### src/rtl/systolic_pkg.sv
`default_nettype none
// +----------------------------------------------------------------------------+
// | Package     : systolic_pkg                                                 |
// | Description : Shared constants for the systolic array and its pool stage.  |
// | Revision    : 1.0 - initial release                                        |
// +----------------------------------------------------------------------------+
package systolic_pkg;

    // Cycle count from feed start until the 2x2 array outputs are final.
    localparam int DEFAULT_SETTLE_CYCLES = 18;

    typedef logic [1:0] pool_state_t;
    localparam pool_state_t ST_IDLE = 2'd0;
    localparam pool_state_t ST_WAIT = 2'd1;
    localparam pool_state_t ST_POOL = 2'd2;
    localparam pool_state_t ST_PUSH = 2'd3;

    localparam logic [1:0] IDX_11 = 2'd0;
    localparam logic [1:0] IDX_12 = 2'd1;
    localparam logic [1:0] IDX_21 = 2'd2;
    localparam logic [1:0] IDX_22 = 2'd3;

    localparam int ENTRY_W = 10;

    function automatic logic [7:0] relu8(input logic [7:0] v);
        return v[7] ? 8'd0 : v;
    endfunction

endpackage : systolic_pkg
`default_nettype wire

### src/rtl/pool_fifo.sv
`default_nettype none
// +----------------------------------------------------------------------------+
// | Module      : pool_fifo                                                    |
// | Description : Synchronous FIFO; a pop frees a slot for a same-cycle push.  |
// | Revision    : 1.0 - initial release                                        |
// +----------------------------------------------------------------------------+
module pool_fifo #(
    parameter int DEPTH = 4,
    parameter int WIDTH = 10
) (
    input  logic             clk,
    input  logic             rst,
    input  logic             push,
    input  logic             pop,
    input  logic [WIDTH-1:0] wr_data,
    output logic [WIDTH-1:0] rd_data,
    output logic             full,
    output logic             empty
);

    localparam int c_addr_w = $clog2(DEPTH);
    localparam logic [c_addr_w:0] c_ptr_one = (c_addr_w + 1)'(1);

    logic [c_addr_w:0]  r_wr_ptr;
    logic [c_addr_w:0]  r_rd_ptr;
    logic [WIDTH-1:0]   r_mem [DEPTH];

    logic w_do_push;
    logic w_do_pop;

    // Extra pointer MSB distinguishes full from empty when the indices match.
    assign empty = (r_wr_ptr == r_rd_ptr);
    assign full  = (r_wr_ptr[c_addr_w] != r_rd_ptr[c_addr_w]) &&
                   (r_wr_ptr[c_addr_w-1:0] == r_rd_ptr[c_addr_w-1:0]);

    assign w_do_pop  = pop && !empty;
    assign w_do_push = push && (!full || w_do_pop);

    assign rd_data = empty ? '0 : r_mem[r_rd_ptr[c_addr_w-1:0]];

    always_ff @(posedge clk or posedge rst) begin
        if (rst) begin
            r_wr_ptr <= '0;
            r_rd_ptr <= '0;
        end else begin
            if (w_do_push) r_wr_ptr <= r_wr_ptr + c_ptr_one;
            if (w_do_pop)  r_rd_ptr <= r_rd_ptr + c_ptr_one;
        end
    end

    always_ff @(posedge clk) begin
        if (w_do_push) r_mem[r_wr_ptr[c_addr_w-1:0]] <= wr_data;
    end

endmodule : pool_fifo
`default_nettype wire

### src/rtl/systolic_pool_stage.sv
`default_nettype none
// +----------------------------------------------------------------------------+
// | Module      : systolic_pool_stage                                          |
// | Description : Captures the 2x2 array tile after a settle delay, max-pools  |
// |               it with argmax and queues results behind valid/ready.        |
// |               Define SYSTOLIC_POOL_RELU_EN to clamp negative results to 0. |
// | Revision    : 1.0 - initial release                                        |
// +----------------------------------------------------------------------------+
module systolic_pool_stage
    import systolic_pkg::*;
#(
    parameter int SETTLE_CYCLES = DEFAULT_SETTLE_CYCLES,
    parameter int FIFO_DEPTH    = 4
) (
    input  logic       clk,
    input  logic       rst,
    input  logic       start,
    input  logic [7:0] result11,
    input  logic [7:0] result12,
    input  logic [7:0] result21,
    input  logic [7:0] result22,
    input  logic       clear_ovf,
    output logic       out_valid,
    input  logic       out_ready,
    output logic [7:0] out_data,
    output logic [1:0] out_idx,
    output logic       busy,
    output logic       overflow,
    output logic       start_err
);

    localparam logic [7:0] c_cnt_last = 8'(SETTLE_CYCLES - 1);

    pool_state_t r_state;
    logic [7:0]  r_cnt;
    logic [7:0]  r_t11, r_t12, r_t21, r_t22;
    logic [7:0]  r_pool_val;
    logic [1:0]  r_pool_idx;
    logic        r_overflow;
    logic        r_start_err;

    logic [7:0]  w_v11, w_v12, w_v21, w_v22;
    logic        w_lo_sel, w_hi_sel, w_top_sel;
    logic [7:0]  w_lo_val, w_hi_val, w_max_val;
    logic [1:0]  w_lo_idx, w_hi_idx, w_max_idx;
    logic        w_push, w_pop, w_drop;
    logic        w_fifo_full, w_fifo_empty;
    logic [ENTRY_W-1:0] w_fifo_rd;

`ifdef SYSTOLIC_POOL_RELU_EN
    assign w_v11 = relu8(r_t11);
    assign w_v12 = relu8(r_t12);
    assign w_v21 = relu8(r_t21);
    assign w_v22 = relu8(r_t22);
`else
    assign w_v11 = r_t11;
    assign w_v12 = r_t12;
    assign w_v21 = r_t21;
    assign w_v22 = r_t22;
`endif

    // Strict greater-than at every node keeps ties on the lower index.
    assign w_lo_sel  = (w_v12 > w_v11);
    assign w_lo_val  = w_lo_sel ? w_v12 : w_v11;
    assign w_lo_idx  = w_lo_sel ? IDX_12 : IDX_11;
    assign w_hi_sel  = (w_v22 > w_v21);
    assign w_hi_val  = w_hi_sel ? w_v22 : w_v21;
    assign w_hi_idx  = w_hi_sel ? IDX_22 : IDX_21;
    assign w_top_sel = (w_hi_val > w_lo_val);
    assign w_max_val = w_top_sel ? w_hi_val : w_lo_val;
    assign w_max_idx = w_top_sel ? w_hi_idx : w_lo_idx;

    always_ff @(posedge clk or posedge rst) begin
        if (rst) begin
            r_state    <= ST_IDLE;
            r_cnt      <= '0;
            r_t11      <= '0;
            r_t12      <= '0;
            r_t21      <= '0;
            r_t22      <= '0;
            r_pool_val <= '0;
            r_pool_idx <= '0;
        end else begin
            case (r_state)
                ST_IDLE: begin
                    if (start) begin
                        r_state <= ST_WAIT;
                        r_cnt   <= '0;
                    end
                end
                ST_WAIT: begin
                    r_cnt <= r_cnt + 8'd1;
                    if (r_cnt == c_cnt_last) begin
                        r_t11   <= result11;
                        r_t12   <= result12;
                        r_t21   <= result21;
                        r_t22   <= result22;
                        r_state <= ST_POOL;
                    end
                end
                ST_POOL: begin
                    r_pool_val <= w_max_val;
                    r_pool_idx <= w_max_idx;
                    r_state    <= ST_PUSH;
                end
                ST_PUSH: r_state <= ST_IDLE;
                default: r_state <= ST_IDLE;
            endcase
        end
    end

    assign w_push = (r_state == ST_PUSH);
    assign w_pop  = !w_fifo_empty && out_ready;
    assign w_drop = w_push && w_fifo_full && !w_pop;

    // A drop in the same cycle as clear_ovf leaves the flag set.
    always_ff @(posedge clk or posedge rst) begin
        if (rst) begin
            r_overflow  <= 1'b0;
            r_start_err <= 1'b0;
        end else begin
            if (w_drop)         r_overflow <= 1'b1;
            else if (clear_ovf) r_overflow <= 1'b0;
            r_start_err <= start && (r_state != ST_IDLE);
        end
    end

    pool_fifo #(
        .DEPTH (FIFO_DEPTH),
        .WIDTH (ENTRY_W)
    ) u_fifo (
        .clk     (clk),
        .rst     (rst),
        .push    (w_push),
        .pop     (w_pop),
        .wr_data ({r_pool_idx, r_pool_val}),
        .rd_data (w_fifo_rd),
        .full    (w_fifo_full),
        .empty   (w_fifo_empty)
    );

    assign out_valid = !w_fifo_empty;
    assign out_data  = w_fifo_rd[7:0];
    assign out_idx   = w_fifo_rd[9:8];
    assign busy      = (r_state != ST_IDLE);
    assign overflow  = r_overflow;
    assign start_err = r_start_err;

endmodule : systolic_pool_stage
`default_nettype wire

### config.mk
export PLATFORM = sky130hd
export DESIGN_NAME = systolic_pool_stage
export DESIGN_NICKNAME = d
export VERILOG_FILES = /design/src/rtl/systolic_pkg.sv /design/src/rtl/pool_fifo.sv /design/src/rtl/systolic_pool_stage.sv
export SDC_FILE = /design/constraint.sdc
export NUM_CORES = 1
export LEC_CHECK = 0
export ABC_AREA = 1
export BUFFER_PORTS_ARGS = -buffer_cell sky130_fd_sc_hd__buf_2
export CORE_MARGIN = 10
export CORE_UTILIZATION = 47
export CTS_CLUSTER_DIAMETER = 120
export DETAILED_ROUTE_END_ITERATION = 6
export GPL_TIMING_DRIVEN = 1
export PLACE_DENSITY_LB_ADDON = 0.15
export RECOVER_POWER = 50
export SLEW_MARGIN = 15
export SYNTH_ARGS = -nofsm -noshare
export SYNTH_HDL_FRONTEND = slang
export SYNTH_SLANG_ARGS = --single-unit
### constraint.sdc
create_clock -name clk -period 3.63 [get_ports clk]
set_clock_uncertainty 0.15 [all_clocks]
set_input_delay 0.363 -clock clk [delete_from_list [all_inputs] [get_ports clk]]
set_output_delay 0.363 -clock clk [all_outputs]
set_load 0.1 [all_outputs]
==> flow_summary_export.csv, run 1 <==
group,metric,value,unit
routing,via_count,3786,
worst_setup_path,reg2reg_depth,16,
run_status,violations,"max-capacitance violations, max-slew violations",
yosys,synthDistinctLibCells,32,
yosys,ys_seq_elements,100,
clock_network,root_buffer,"clkbuf_16",
worst_setup_path,critPathMaxFanout,10,
routing,ant_nets,0,
yosys,netlist_area,0.00530,sq mm
yosys,yosys.area.top_type,"dfrtp_1",
die,die_w,126,um
clock_network,postCtsHoldBufs,0,
global_routing,antenna_found_initial,0,
worst_setup_path,arrival,3.40,ns
worst_setup_path,critPathRequiredTime,3.76,ns
timing,finalHoldViolations,0,
die,start_util,48.5,%
timing,fin_tns_setup,0,ns
timing,rsz0062_at_grt,"no",
routing,post-route-drc-count,0,
yosys,muxShareOfSynthArea,0,%
finish,syn_to_final_growth,12.8,%
yosys,synth_compound_area_share,10.8,%
die,io_pins,51,
clock_network,clkTransAtPathRegs,0.07,ns
yosys,synth_top_area_share,28.3,%
clock_network,clockBufferDepth,2,
routing,wire_per_inst,14.0,um
clock_network,cts_resized,0,
placement,dp_hpwl,7750,um
yosys,synth_commonest_cells,"106 x nand2_1, 80 x inv_1, 60 x dfrtp_1",
clock_network,clkSinkCount,100,
finish,multi_input_comb_area,0.00219,sq mm
worst_setup_path,crit_type,"reg -> reg",
timing,finalSetupViolations,0,
timing,hold_ws,0.0572,ns
yosys,synth-simple-area-share,21.4,%
die,die_area,0.0159,sq mm
yosys,syn_inst,562,
yosys,yosysSeqAreaShare,51.0,%
clock_network,cts_buffers,9,
placement,io_buffers,50,
yosys,synthAdderAreaFrac,8.26,%
worst_setup_path,cp-start-kind,"flop",
global_routing,grt_max_degree,40,
worst_hold_path,holdCritPathClass,"in -> reg",
run_status,outcome,"finished with violations",
clock_network,insertion_delay,0.35,ns
die,dieHeight,126,um
global_routing,grt_use_total,13.7,%
worst_setup_path,cp-end-kind,"flop",
clock_network,cts_tree,"yes",
finish,regArea,0.00270,sq mm
finish,drive_above_1_share,22.2,%
global_routing,grt_pass1_wl,18400,um
routing,dr.pass1.iters,4,
die,core-area,0.0109,sq mm
clock_network,cts_max_level,3,
finish,nNetsFinal,688,
yosys,avgSynthCellArea,9.44,sq um
placement,place_congestion,0.873,
yosys,synth-xor-area-share,0.991,%
worst_hold_path,holdPathStages,2,
yosys,async_flop_share,60.0,%
routing,first_iter_violations,258,
yosys,synth_top_family_by_area,"simple AND/OR/NAND/NOR gates",
clock_network,cts_setup_buffers,0,
routing,wl,10700,um
finish,fill_cells,1026,
yosys,yosys.cell_count.top_type,"nand2_1",
yosys,synth.top_cells.by_area,"dfrtp_1 28%, edfxtp_1 23%, ha_1 8.3%",
timing,period_share,90.1,%
global_routing,grt-ovfl-total,0,
timing,drv_slew,40,
timing,max_freq,306,MHz
timing,tightest_slew,1.58,ns
global_routing,grt_pass1_vias,3887,
yosys,yosys_warnings,0,
yosys,synth_enable_flop_cells,40,
timing,slew_headroom,-5.26,%
yosys,synth_fp_nets,634,
finish,n_antenna_cell,0,
die,row_count,38,
job,cap_violations,1,
yosys,synth_ff_type,"dfrtp_1",
routing,avgViaCountPerCell,4.98,
timing,period_needed,3.27,ns
-- registers in the layout, summed over array words and instances (netlist names) --
name             flops
u_fifo.r_mem        40
r_cnt                8
r_pool_val           8
r_t11                8
r_t12                8
r_t21                8
r_t22                8
u_fifo.r_rd_ptr      3
u_fifo.r_wr_ptr      3
r_pool_idx           2
r_state              2
overflow             1
start_err            1
-- final timing paths --
| path | from | to | slack [ns] |
|---|---|---|---|
| worst max-delay path | r_t21[5]$_DFFE_PP0P_ | r_pool_idx[0]$_DFFE_PP0P_ | 0.36 |
| worst min-delay path | clear_ovf | overflow$_DFFE_PP0P_ | 0.06 |
| worst max register to register | r_t21[5]$_DFFE_PP0P_ | r_pool_idx[0]$_DFFE_PP0P_ | 0.36 |
| worst min register to register | u_fifo.r_wr_ptr[2]$_DFFE_PP0P_ | u_fifo.r_wr_ptr[2]$_DFFE_PP0P_ | 0.33 |
| max in group asynchronous | rst | r_t21[5]$_DFFE_PP0P_ | 1.27 |
| min in group asynchronous | rst | r_cnt[5]$_DFFE_PP0P_ | 0.34 |
-- through the flow --
stage	worst slack [ns]	area, sq um	util, %	std cells
4_1_cts	0.382	6000	54.8	761
6_report	0.360	5980	54.7	761
3_3_place_gp	0.432	5680	52.0	745
5_1_grt	0.0983	5980	54.7	761
2_1_floorplan	0.871	5300	-	562
3_5_place_dp	0.408	5680	52.0	745
-- layer usage --
layer	part of all wire, %	track usage (%)	wire, um
met5	0	0	0
met3	4.1	2.89	432
met2	47	22.3	4990
met4	1.4	5.83	147
met1	48	17.4	5090
-- final cells by class --
cell class	count	area share, %
well taps	140	2.93
flip-flops and latches	100	45.2
inverters	81	5.08
clock buffers	11	4.41
multi-input cells	367	36.6
repair buffers	57	4.96
clock inverters	5	0.816
-- critical path, stage by stage (launching register included) --
cell and delay [ns]:
dfrtp_1 0.34, inv_1 0.09, ha_1 0.31, nand2_1 0.05, nor2_1 0.17, nand4_2 0.25, nand2_2 0.24, nand2_1 0.10
and2_1 0.15, ha_1 0.30, a21oi_1 0.17, nand2_1 0.07, nand2_1 0.05, nand2_1 0.07, a21oi_2 0.41, nand3_1 0.18
nand3_1 0.11
-- kinds of logic (layout without fill, tap and decap cells) --
| group | after synthesis | in the layout |
|---|---|---|
| simple gates | 241 | 241 |
| xor+xnor | 6 | 6 |
| fa+ha+maj | 35 | 35 |
| flops | 100 | 100 |
| compound gates | 85 | 85 |
| buf+inv | 95 | 154 |
-- layout by cell type, fill, tap and decap left out, types with 2 or more instances in the layout --
cell type / Yosys / routed
a21o_1: 2 / 2
a21oi_1: 14 / 14
a21oi_2: 25 / 25
and2_1: 7 / 7
buf_2: 1 / 48
buf_4: 0 / 6
clkbuf_1: 7 / 3
clkbuf_16: 0 / 10
clkinv_4: 0 / 2
dfrtp_1: 60 / 60
edfxtp_1: 40 / 40
ha_1: 35 / 35
inv_1: 80 / 80
inv_8: 0 / 2
nand2_1: 106 / 107
nand2_2: 6 / 5
nand3_1: 38 / 38
nand4_1: 3 / 3
nor2_1: 48 / 48
nor2_2: 23 / 23
nor3_1: 2 / 2
o21ai_0: 23 / 23
o21ai_2: 8 / 8
o22ai_1: 12 / 12
xnor2_1: 3 / 3
xor2_1: 3 / 3
Power of run 1 is not shown: default switching activity piles up to over one toggle a cycle in this logic, so the estimate is an artifact.
==> run 2, diff against run 1 <==
- ABC_AREA: 1 -> unset
==> flow_summary_export.csv, run 2 <==
group,metric,value,unit
run_status,outcome,"complete, no violations",
clock_network,cts_tree,"yes",
clock_network,clkSinkCount,100,
routing,ant_nets,0,
power_and_ir_drop,cellPowerDensity,784,mW/mm^2
placement,place_congestion,0.765,
finish,nNetsFinal,505,
worst_setup_path,cp-end-kind,"flop",
placement,io_buffers,50,
finish,mostFrequentLayoutCells,"60 x dfrtp_1, 48 x buf_2, 40 x edfxtp_1, 39 x inv_1, 35 x ha_1",
worst_setup_path,worstSetupStartpoint,"r_t12[1]$_DFFE_PP0P_",
routing,dr.pass1.iters,4,
worst_setup_path,cp-start-kind,"flop",
die,io_pins,51,
die,row_count,37,
worst_setup_path,crit_type,"reg -> reg",
clock_network,cts_max_level,3,
worst_setup_path,cp_slowest_stage_delay,0.43,ns
die,dieHeight,124,um
worst_hold_path,min-delay-start,"clear_ovf",
routing,avgViaCountPerCell,5.19,
job,cap_violations,0,
power_and_ir_drop,p_leak,2.60,nW
finish,n_antenna_cell,0,
yosys,synth_commonest_cells,"60 x dfrtp_1, 40 x edfxtp_1, 39 x inv_1",
finish,stdcell_count,574,
worst_setup_path,critPathRequiredTime,3.74,ns
power_and_ir_drop,peakVddDrop,0.518,mV
global_routing,grt_max_degree,40,
die,core-area,0.0104,sq mm
timing,max_freq,291,MHz
routing,via_count,2979,
finish,postLayoutCoreUtil,54.8,%
yosys,yosys_warnings,0,
worst_hold_path,holdCritPathClass,"in -> reg",
worst_setup_path,r2r-start,"r_t12[1]$_DFFE_PP0P_",
timing,period_share,94.7,%
timing,tightest_slew,1.46,ns
yosys,syn_inst,369,
yosys,yosysSeqAreaShare,53.4,%
worst_setup_path,crit_chain,"ha_1 > nor2b_1 > o211ai_1 > a21oi_1 > o31a_2 > buf_4 > mux2i_4 > ha_1 > nand4_1 > a21oi_1 > o22ai_2 > or2_4 > o221ai_1",
finish,syn_to_final_growth,12.8,%
yosys,synthDistinctLibCells,40,
finish,layout_commonest_cell,"dfrtp_1",
timing,fin_tns_setup,0,ns
finish,drive_above_1_share,32.4,%
clock_network,postCtsHoldBufs,0,
routing,first_iter_violations,126,
yosys,synth_ff_type,"dfrtp_1",
timing,finalSetupViolations,0,
routing,wire_per_inst,15.9,um
clock_network,insertion_delay,0.36,ns
yosys,synth_top_area_share,29.7,%
worst_hold_path,holdPathStages,2,
global_routing,grt_pass1_vias,3045,
die,start_util,48.6,%
yosys,avgSynthCellArea,13.7,sq um
global_routing,grt_use_total,12.5,%
placement,dp_cells,555,
yosys,synth.top_cells.by_area,"dfrtp_1 30%, edfxtp_1 24%, mux2_4 8.9%",
clock_network,root_buffer,"clkbuf_8",
timing,finalHoldViolations,0,
worst_setup_path,critPathMaxFanout,9,
finish,fill_cells,893,
yosys,async_flop_share,60.0,%
worst_setup_path,slowest_stage,"dfrtp_1",
timing,drv_slew,0,
worst_setup_path,arrival,3.55,ns
yosys,ys_seq_elements,100,
global_routing,grt-ovfl-total,0,
worst_setup_path,reg2reg_slack,0.19,ns
yosys,synth_enable_flop_cells,40,
routing,post-route-drc-count,0,
global_routing,grt_pass1_wl,15200,um
clock_network,cts_buffers,9,
routing,wl,9100,um
timing,rsz0062_at_grt,"yes",
timing,slew_headroom,2.76,%
clock_network,clockBufferDepth,2,
timing,hold_ws,0.0416,ns
finish,largest_reg_flops,40,
die,die_w,124,um
global_routing,antenna_found_initial,0,
clock_network,clkTransAtPathRegs,0.11,ns
placement,dp_hpwl,6930,um
yosys,synth_fp_nets,441,
timing,period_needed,3.44,ns
yosys,netlist_area,0.00506,sq mm
yosys,yosys.cell_count.top_type,"dfrtp_1",
yosys,yosys.area.top_type,"dfrtp_1",
worst_setup_path,reg2reg_depth,13,
die,die_area,0.0153,sq mm
run 2: changes by cell type after synthesis, moves of 25 or more:
cell     before  now
inv_1        80   39
a21oi_2      25    0
mux2_4        0   30
nand3_1      38    4
nand2_1     106   19
nor2_1       48   17
run 2: repair_timing:
action	4_1_cts	5_1_grt
pin swaps	0	1
hold endpoints to repair	0	0
setup buffers	0	3
setup endpoints to repair	8	9
gates resized for setup	2	7
run 2: cell families (layout without fill, tap and decap cells):
kind of cell | after synthesis | after routing | share of synthesized area (%)
flip-flops | 100 | 100 | 53.4
AND/OR/NAND/NOR | 72 | 72 | 7.47
multiplexers | 61 | 61 | 18.4
buffers and inverters | 51 | 120 | 4.60
AO/OA/AOI/OAI | 37 | 37 | 5.20
adder cells (fa/ha/maj) | 35 | 35 | 8.66
XOR/XNOR | 13 | 13 | 2.25
run 2: per-stage QoR:
step	worst slack, ns	area (sq um)	power, mW
after detailed placement	-0.0407	5480	3.83
after CTS	0.0105	5670	4.52
after floorplan	0.477	5060	3.43
after global routing	-0.0218	5710	4.74
final	0.194	5710	4.47
after global placement	0.0626	5480	3.79
run 2: final cells by class:
class                   count  area (sq um)  share of cell area [%]
multi-input cells         218          2140                    37.5
flip-flops and latches    100          2700                    47.4
repair buffers             64           349                    6.12
inverters                  40           150                    2.63
clock buffers               9           124                    2.17
clock inverters             7          67.6                    1.18
well taps                 136           170                    2.98
run 2: worst max-delay path: cells and delay by family (launching register included):
family	cells	cell delay (ns)
and+or+nand+nor	3	0.62
adders and majority gates	2	0.63
muxes	1	0.18
buffers and inverters	1	0.16
AOI/OAI and AO/OA	6	1.18
DFF	1	0.43
run 2: final timing paths:
kind,end
min in group asynchronous,u_fifo.r_rd_ptr[1]$_DFFE_PP0P_
max in group asynchronous,r_pool_idx[1]$_DFFE_PP0P_
worst min-delay path,overflow$_DFFE_PP0P_
worst min register to register,u_fifo.r_wr_ptr[2]$_DFFE_PP0P_
worst max-delay path,r_pool_val[0]$_DFFE_PP0P_
worst max register to register,r_pool_val[0]$_DFFE_PP0P_
run 2: metal layers:
metal	global-route usage, %	up-vias	wire (um)
li1	-	1446	-
met1	15.9	1465	4180
met2	20.5	56	4350
met3	2.99	12	437
met4	4.15	0	134
met5	0	-	0
run 2: report_power, final:
part / internal (mW) / switching (mW)
Sequential: 1.47 / 0.221
Clock: 0.269 / 0.416
Combinational: 0.593 / 1.50
Total: 2.33 / 2.14
Note: power is estimated with default switching activity, not from simulation.
